--- src/rtl/wam_ctl.sv ---
// -----------------------------------------------------------------------------
// wam_ctl : whac-a-mole game sequencer
//
// Picks pseudo-random mole positions, times each mole window, turns switch
// toggles into one-cycle hit pulses and counts the game down in ticks.
//
// Ports
//   clk        system clock
//   clr        asynchronous active-high reset
//   start      button level; a rising edge starts or restarts a game
//   sw[7:0]    raw switch levels; any toggle is a tap
//   mole[7:0]  one-hot lit mole (LEDs), zero when none lit
//   hit[7:0]   one-cycle one-hot pulse on an effective hit
//   miss       one-cycle pulse when a window expires unhit
//   time_left  remaining game ticks (display)
//   state      IDLE=0, GAP=1, UP=2, OVER=3
// -----------------------------------------------------------------------------
module wam_ctl #(
    parameter int         TICK_DIV   = 50_000_000,
    parameter int         GAP_TICKS  = 2,
    parameter int         MOLE_TICKS = 3,
    parameter int         GAME_TICKS = 60,
    parameter logic [7:0] LFSR_SEED  = 8'hA5
) (
    input  logic       clk,
    input  logic       clr,
    input  logic       start,
    input  logic [7:0] sw,
    output logic [7:0] mole,
    output logic [7:0] hit,
    output logic       miss,
    output logic [7:0] time_left,
    output logic [1:0] state
);

    localparam int CNT_W  = $clog2(TICK_DIV);
    localparam int PH_MAX = (GAP_TICKS > MOLE_TICKS) ? GAP_TICKS : MOLE_TICKS;
    localparam int PH_W   = $clog2(PH_MAX + 1);

    localparam logic [CNT_W-1:0] CNT_LAST  = CNT_W'(TICK_DIV - 1);
    localparam logic [PH_W-1:0]  PH_GAP    = PH_W'(GAP_TICKS);
    localparam logic [PH_W-1:0]  PH_MOLE   = PH_W'(MOLE_TICKS);
    localparam logic [PH_W-1:0]  PH_ONE    = PH_W'(1);
    localparam logic [7:0]       GAME_LOAD = 8'(GAME_TICKS);

    typedef enum logic [1:0] {
        IDLE = 2'd0,
        GAP  = 2'd1,
        UP   = 2'd2,
        OVER = 2'd3
    } state_t;

    state_t st, st_next;

    // Two synchroniser flops plus one edge-detect flop per input.
    logic [7:0] sw_m, sw_s, sw_d;
    logic       start_m, start_s, start_d;
    logic [7:0] tap;
    logic       start_edge;

    logic [CNT_W-1:0] cnt;
    logic             active, tick;
    logic [PH_W-1:0]  phase, phase_next;
    logic [7:0]       lfsr;
    logic [2:0]       pos, pos_next, cand, new_pos;

    logic do_restart, do_hit, do_over, do_up, do_miss;
    logic [7:0] mole_next, hit_next, time_next;
    logic       miss_next;

    assign tap        = sw_s ^ sw_d;
    assign start_edge = start_s & ~start_d;
    assign active     = (st == GAP) || (st == UP);
    assign tick       = active && (cnt == CNT_LAST);

    // Never repeat the previous position: bump a colliding candidate by one.
    assign cand    = lfsr[2:0];
    assign new_pos = (cand == pos) ? cand + 3'd1 : cand;

    assign state = st;

    // NOTE: sequential state uses non-blocking assignments so every flop samples
    // pre-edge values regardless of process ordering.
    always_ff @(posedge clk or posedge clr) begin
        if (clr) begin
            sw_m    <= '0;
            sw_s    <= '0;
            sw_d    <= '0;
            start_m <= 1'b0;
            start_s <= 1'b0;
            start_d <= 1'b0;
        end else begin
            sw_m    <= sw;
            sw_s    <= sw_m;
            sw_d    <= sw_s;
            start_m <= start;
            start_s <= start_m;
            start_d <= start_s;
        end
    end

    // State register.
    always_ff @(posedge clk or posedge clr) begin
        if (clr) st <= IDLE;
        else     st <= st_next;
    end

    // Next-state logic; also flags which game event this cycle represents.
    // NOTE: every signal gets a default first so the combinational block can
    // never infer a latch.
    always_comb begin
        st_next    = st;
        do_restart = 1'b0;
        do_hit     = 1'b0;
        do_over    = 1'b0;
        do_up      = 1'b0;
        do_miss    = 1'b0;
        case (st)
            IDLE, OVER: begin
                if (start_edge) st_next = GAP;
            end
            GAP, UP: begin
                if (start_edge) begin
                    st_next    = GAP;
                    do_restart = 1'b1;
                end else begin
                    do_hit = (st == UP) && tap[pos];
                    // The final tick ends the game ahead of any phase change.
                    if (tick && (time_left == 8'd1)) begin
                        st_next = OVER;
                        do_over = 1'b1;
                    end else if (do_hit) begin
                        st_next = GAP;
                    end else if (tick && (phase == PH_ONE)) begin
                        if (st == GAP) begin
                            st_next = UP;
                            do_up   = 1'b1;
                        end else begin
                            st_next = GAP;
                            do_miss = 1'b1;
                        end
                    end
                end
            end
            default: st_next = IDLE;
        endcase
    end

    // Output / datapath next values, registered below.
    always_comb begin
        mole_next  = mole;
        hit_next   = '0;
        miss_next  = 1'b0;
        time_next  = time_left;
        phase_next = phase;
        pos_next   = pos;
        if (start_edge) begin
            // Fresh game load from any state; a running window is abandoned.
            mole_next  = '0;
            time_next  = GAME_LOAD;
            phase_next = PH_GAP;
        end else if (active) begin
            if (tick) time_next = time_left - 8'd1;
            if (do_hit) begin
                hit_next   = 8'b1 << pos;
                mole_next  = '0;
                phase_next = PH_GAP;
            end
            if (do_over) begin
                mole_next = '0;
            end else if (do_up) begin
                mole_next  = 8'b1 << new_pos;
                pos_next   = new_pos;
                phase_next = PH_MOLE;
            end else if (do_miss) begin
                miss_next  = 1'b1;
                mole_next  = '0;
                phase_next = PH_GAP;
            end else if (tick && !do_hit) begin
                phase_next = phase - PH_ONE;
            end
        end
    end

    always_ff @(posedge clk or posedge clr) begin
        if (clr) begin
            mole      <= '0;
            hit       <= '0;
            miss      <= 1'b0;
            time_left <= '0;
            phase     <= '0;
            pos       <= '0;
            lfsr      <= LFSR_SEED;
            cnt       <= '0;
        end else begin
            mole      <= mole_next;
            hit       <= hit_next;
            miss      <= miss_next;
            time_left <= time_next;
            phase     <= phase_next;
            pos       <= pos_next;
            // Fibonacci LFSR, taps 8,6,5,4; free-running in every state.
            lfsr      <= {lfsr[6:0], lfsr[7] ^ lfsr[5] ^ lfsr[4] ^ lfsr[3]};
            // Any state change or restart realigns the tick grid.
            if ((st_next != st) || do_restart || tick) cnt <= '0;
            else if (active)                           cnt <= cnt + CNT_W'(1);
        end
    end

endmodule

--- config.mk ---
export PLATFORM = sky130hd
export DESIGN_NAME = wam_ctl
export DESIGN_NICKNAME = d
export VERILOG_FILES = /design/src/rtl/wam_ctl.sv
export SDC_FILE = /design/constraint.sdc
export NUM_CORES = 1
export LEC_CHECK = 0
export CAP_MARGIN = 20
export CORE_ASPECT_RATIO = 0.7
export CORE_MARGIN = 5
export CORE_UTILIZATION = 55
export DETAILED_ROUTE_END_ITERATION = 10
export PLACE_DENSITY = 0.77
export SYNTH_ARGS = -nofsm -noshare
export SYNTH_HDL_FRONTEND = slang
export SYNTH_SLANG_ARGS = --single-unit
--- constraint.sdc ---
create_clock -name clk -period 3.26 [get_ports clk]
set_input_delay 0.652 -clock clk [delete_from_list [all_inputs] [get_ports clk]]
set_output_delay 0.652 -clock clk [all_outputs]
set_load 0.05 [all_outputs]
# Word-level counts from Yosys, hierarchy flattened
# Cells that the tools add are included.
# W data, S select, Z words.
[totals] register_bits=93 latch_bits=0 ram_bits=0 mem_bits_ro=0 out_inout_bits=27 wordCells=112 mem_count=0
[op_classes] add_sub_neg=4 n_mul=0 n_div=0 order_cmp=1 eq_ne=8 shifts=2 mux=55 bitwise_logic=8 reduce_logical=19
[op_table] operator="$mux W8" count=12
[op_table] operator="$mux W26" count=2
[op_table] operator="$add A26 B1 Y26 const B" count=1
[op_table] operator="$eq A26 B26 Y1 const B" count=1
[op_table] operator="$mux W2" count=13
[op_table] operator="$mux W1" count=25
[op_table] operator="$shl A1 B3 Y8 const A" count=2
[op_table] operator="$eq A8 B1 Y1 const B" count=1
[op_table] operator="$sub A8 B1 Y8 const B" count=1
[op_table] operator="$xor A8 B8 Y8" count=1
[op_table] operator="$reduce_bool A2 Y1" count=3
[op_table] operator="$logic_and A1 B1 Y1" count=5
[op_table] operator="$reduce_bool A5 Y1" count=1
[op_table] operator="$eq A2 B1 Y1 const B" count=2
[op_table] operator="$eq A2 B2 Y1 const B" count=2
[op_table] operator="$lt A3 B4 Y1 const B" count=1
[op_table] operator="$pmux W2 S2" count=1
[op_table] operator="$reduce_and A2 Y1" count=2
[op_table] operator="$reduce_and A4 Y1" count=1
[op_table] operator="$reduce_or A2 Y1" count=2
[op_table] operator="$add A3 B1 Y3 const B" count=1
[op_table] operator="$bmux W1 S3" count=1
[op_table] operator="$eq A3 B3 Y1" count=1
[op_table] operator="$logic_or A1 B1 Y1" count=3
[op_table] operator="8 further kinds" count=12

# Depth between registers and ports, before layout
[logic_depth] depth_word=14 ltp_mapped=11

# Least setup slack after synthesis
# No wires, ideal clock.
[synth_path] path_type="register to register" start="register st[0] (netlist: state[0])" end="register cnt[12]" setup_time_ps=69 arrival_time_ps=3054 setup_slack_ps=137 path_stages_with_launch=12 path_buffers=2 synth_period_minus_slack_ps=3123 cell_sequence="dfrtp_1 > inv_1 > ha_1 > buf_6 > nand4b_4 > or2_4 > nor4_4 > nand2_4 > a311oi_4 > o21ai_4 > buf_6 > nor2_2"
[synth_via] elab_chain_len=13 word_cells_on_any_way=24 classes_between="eq/ne (4); mux (9); reduce/logical (11)"
[synth_rtl] item="from (decl)" line="53" source="state_t st, st_next;"
[synth_rtl] item="from (signal assigned)" line="105" source="else st <= st_next;"
[synth_rtl] item="$eq A2 B1 Y1 or $eq A2 B2 Y1 (tied branches)"
[synth_rtl] item="$logic_or A1 B1 Y1" line="73" source="assign active = (st == GAP) || (st == UP);"
[synth_rtl] item="$logic_and A1 B1 Y1" line="74" source="assign tick = active && (cnt == CNT_LAST);"
[synth_rtl] item="$logic_and A1 B1 Y1" line="134" source="end else if (tick && (phase == PH_ONE)) begin"
[synth_rtl] item="$mux W2" line="134"
[synth_rtl] item="$mux W2" line="132" source="end else if (do_hit) begin"
[synth_rtl] item="$mux W2" line="129" source="if (tick && (time_left == 8'd1)) begin"
[synth_rtl] item="$mux W2" line="123" source="if (start_edge) begin"
[synth_rtl] item="$pmux W2 S2" line="118" source="case (st)"
[synth_rtl] item="$ne A2 B2 Y1" line="205" source="if ((st_next != st) || do_restart || tick) cnt <= '0;"
[synth_rtl] item="$logic_or A1 B1 Y1 (2 in series)" line="205"
[synth_rtl] item="$mux W26 or $reduce_bool A2 Y1 (tied branches)"
[synth_rtl] item="to (signal assigned)" line="206" source="else if (active) cnt <= cnt + CNT_W'(1);"
[synth_rtl] item="to (decl)" line="61" source="logic [CNT_W-1:0] cnt;"
# Several ways; a longest one is shown, not always the timed one.
# A chain may end at the register's enable or synchronous reset.

# Worst setup path after layout
[layout_path] start="register st[0] (netlist: state[0])" end="register cnt[5]"
# Same word-level chain as after synthesis.

==> reports/metrics.json <==
{
  "run_status": {
    "run_status": "finished clean"
  },
  "clocking": {
    "clock_latency_ns": 0.37,
    "post_cts_resized": 0,
    "tritoncts_clock_tree": "built",
    "cts-htree-levels": 3,
    "clk_pin_slew_ns": 0.09,
    "post-cts-setup-buffer-count": 0,
    "cts_root_buffer": "clkbuf_8",
    "clock_tree.buffer_depth": 2,
    "clock-sinks": 93,
    "cts_made_buffers": 9,
    "ctsHoldBuffers": 0
  },
  "final_layout": {
    "num-fill-cells": 560,
    "final-seq-area_um2": 2330,
    "design.final.nets": 420,
    "layout.cells.most_common_list": "89 x dfrtp_1, 37 x clkdlybuf4s50_1, 32 x xor2_1, 31 x nor2_1, 25 x nand2_1",
    "layout.cells.most_common": "dfrtp_1",
    "multi_input_comb_area_um2": 1700,
    "syn_to_final_growth_pct": 17.7,
    "antenna-diode-count": 0,
    "layout_cell_share_with_drive_strength_beyond_1": 0.143
  },
  "drt": {
    "initialDrtViolationCount": 175,
    "dr_total_vias": 2821,
    "wire_per_inst_um": 16.4,
    "drc": 0,
    "avgViaCountPerCell": 5.59,
    "postRouteAntennaNets": 0,
    "first_pass_drt_iterations": 4,
    "wl_um": 8260
  },
  "sta": {
    "timing.slew.headroom": 0.563,
    "clock-skew-final_ns": 0.0102,
    "tns_ns": 0,
    "worstMarginPinSlew_ns": 0.650,
    "finalSetupViolCount": 0,
    "setup_ws_ns": 0.442,
    "grt_setup_unrepaired": "false",
    "post-route-period-util": 0.864,
    "report.final.hold_viol_count": 0,
    "clock.fmax_mhz": 355,
    "maxSlewViolCount": 0,
    "min_period_ns": 2.82
  },
  "synth": {
    "netlist_instances": 356,
    "synth_area_per_cell_um2": 11.5,
    "syn_nets": 374,
    "ys_top_cells_by_area": "dfrtp_1 54%, xor2_1 6.8%, nor2_2 3.0%, nor2_1 2.8%, xnor2_1 2.8%",
    "netlist-cell-type-count": 60,
    "synth.ff_latch_count": 93,
    "yosys_warnings": 0,
    "portion_of_synthesized_cell_area_occupied_by_the_leading_cell_type": 0.542,
    "synth-edff-count": 0,
    "ys_async_sr_fraction": 1.00,
    "post_synth_instance_area_um2": 4110,
    "synth_seq_area_share": 0.568,
    "synthDominantAreaCellType": "dfrtp_1",
    "postSynth.topFlopCell": "dfrtp_1"
  },
  "floorplan": {
    "core_area_um2": 7290,
    "die_width_um": 113,
    "boundaryPins": 38,
    "floorplan.die_area_um2": 9320,
    "effective_utilization_at_floorplan": 0.564,
    "floorplan.die.height_um": 82.3,
    "core.rowCount": 26
  },
  "critical_path": {
    "critical-path-top-delay-family": "simple AND/OR/NAND/NOR gates",
    "critical_path_buf_inv_count": 2,
    "critical_path.startpoint_type": "register",
    "critical_path.endpoint_type": "register",
    "worst_r2r_startpoint": "state[0]",
    "critical_path_class": "register to register",
    "worst_r2r_path_depth": 10,
    "cp_slowest_cell": "dfrtp_1",
    "worstPathArrival_ns": 3.12,
    "critical_path_peak_fanout": 23,
    "ff2ff_setup_slack_ns": 0.44,
    "cp_slowest_stage_delay_ns": 0.48,
    "regToRegEndpoint": "cnt[5]",
    "path_cells": "inv_1, ha_1, nand4b_4, or2_4, nor4_4, nand2_4, a311oi_4, o21ai_4, buf_4, nor2_2",
    "worst-endpoint-required_ns": 3.57
  },
  "min_path": {
    "min_path_cells": 0,
    "worst_hold_startpoint": "sw_m[4]",
    "hold_class": "register to register",
    "timing.hold.worst_endpoint": "sw_s[4]"
  },
  "place": {
    "pre_cts_ws_ns": 0.493,
    "hpwl_um": 6040,
    "gp_congestion": 0.824,
    "io_buffers": 37
  },
  "run": {
    "cap_violations": 0
  },
  "pwr": {
    "p_leak_nw": 2.08,
    "power.density_nw_per_um2": 500,
    "report.power.total_w": 0.00242,
    "worst_ir_drop_vdd_uv": 321
  },
  "grt": {
    "track_usage": 0.197,
    "grt_pass1_wl_um": 14100,
    "grt_max_degree": 66,
    "number_of_antenna_violations_at_the_first_check_in_global_routing": 0,
    "number_of_global_route_vias_before_repair": 2781,
    "gr-total-overflow": 0
  }
}
## registers in the layout (all words and copies together) (netlist names)
| name | count |
|---|---|
| cnt | 26 |
| hit | 8 |
| lfsr | 8 |
| mole | 8 |
| sw_d | 8 |
| sw_m | 8 |
| sw_s | 8 |
| time_left | 8 |
| pos | 3 |
| phase | 2 |
| state | 2 |
| miss | 1 |
| start_d | 1 |
| start_m | 1 |
| start_s | 1 |
## cell families (layout without fill, tap and decap cells)
group,after synthesis,count (layout),share of synthesized area
DFF,93,93,0.568
adders and majority gates,7,7,0.0213
AOI/OAI and AO/OA,39,39,0.0743
buffers and inverters,15,66,0.0192
and+or+nand+nor,153,153,0.211
xor gates and xnor gates,45,45,0.0959
muxes,4,4,0.0104
## worst max path at each step
stage,startpoint,to,depth (start not counted)
floorplan,state[0],cnt[12],11
global placement,cnt[7],cnt[19],8
detailed placement,state[0],cnt[17],10
CTS,state[0],mole[2],9
global route,state[0],cnt[25],10
finish,state[0],cnt[5],10
## per-layer routing
metal	GRT usage	vias up	wire [um]
li1	-	1330	-
met3	0.0590	6	501
met2	0.288	71	3540
met4	0.0600	0	70
met5	0	-	0
met1	0.285	1414	4150
## cell usage after synthesis, types with 2 or more instances
master,count
inv_1,7
nand2b_1,5
nor2b_1,3
buf_6,3
a21oi_1,6
xnor2_1,13
nor4_1,3
nand4_1,8
o21ai_0,4
ha_1,7
and3_1,5
xor2_1,32
nand2_1,25
dfstp_2,4
o221ai_1,2
a211oi_1,2
nor2_1,31
nor4b_1,2
nor3_1,6
nand3_1,22
a32o_1,2
a21o_1,2
o2bb2ai_1,6
dfrtp_1,89
clkbuf_1,4
o2111ai_1,2
nand4b_1,2
nor2_2,20
and4_1,2
nor3b_1,3
mux2i_1,2
o21ai_1,4
## stage by stage
stage	util	std cells	area, um^2	hold WS (ns)
floorplan	-	356	4110	0.331
global placement	0.632	489	4610	0.332
detailed placement	0.632	489	4610	0.335
CTS	0.663	505	4830	0.361
global route	0.663	505	4830	0.368
finish	0.663	505	4830	0.359
## power by group
group          internal (W)  total [W]  switching [W]
Clock              0.000442   0.000868       0.000426
Combinational      0.000117   0.000306       0.000189
Sequential          0.00120    0.00124      0.0000459
Total               0.00176    0.00242       0.000661
## area by class of cell
| cell class | instances | area share |
|---|---|---|
| inverter | 7 | 0.00569 |
| multi-input combinational | 248 | 0.351 |
| timing repair buffer | 43 | 0.0885 |
| clock buffer | 9 | 0.0256 |
| clock inverter | 7 | 0.0215 |
| tap | 98 | 0.0254 |
| sequential | 93 | 0.482 |
(Power assumes the default switching activity.)
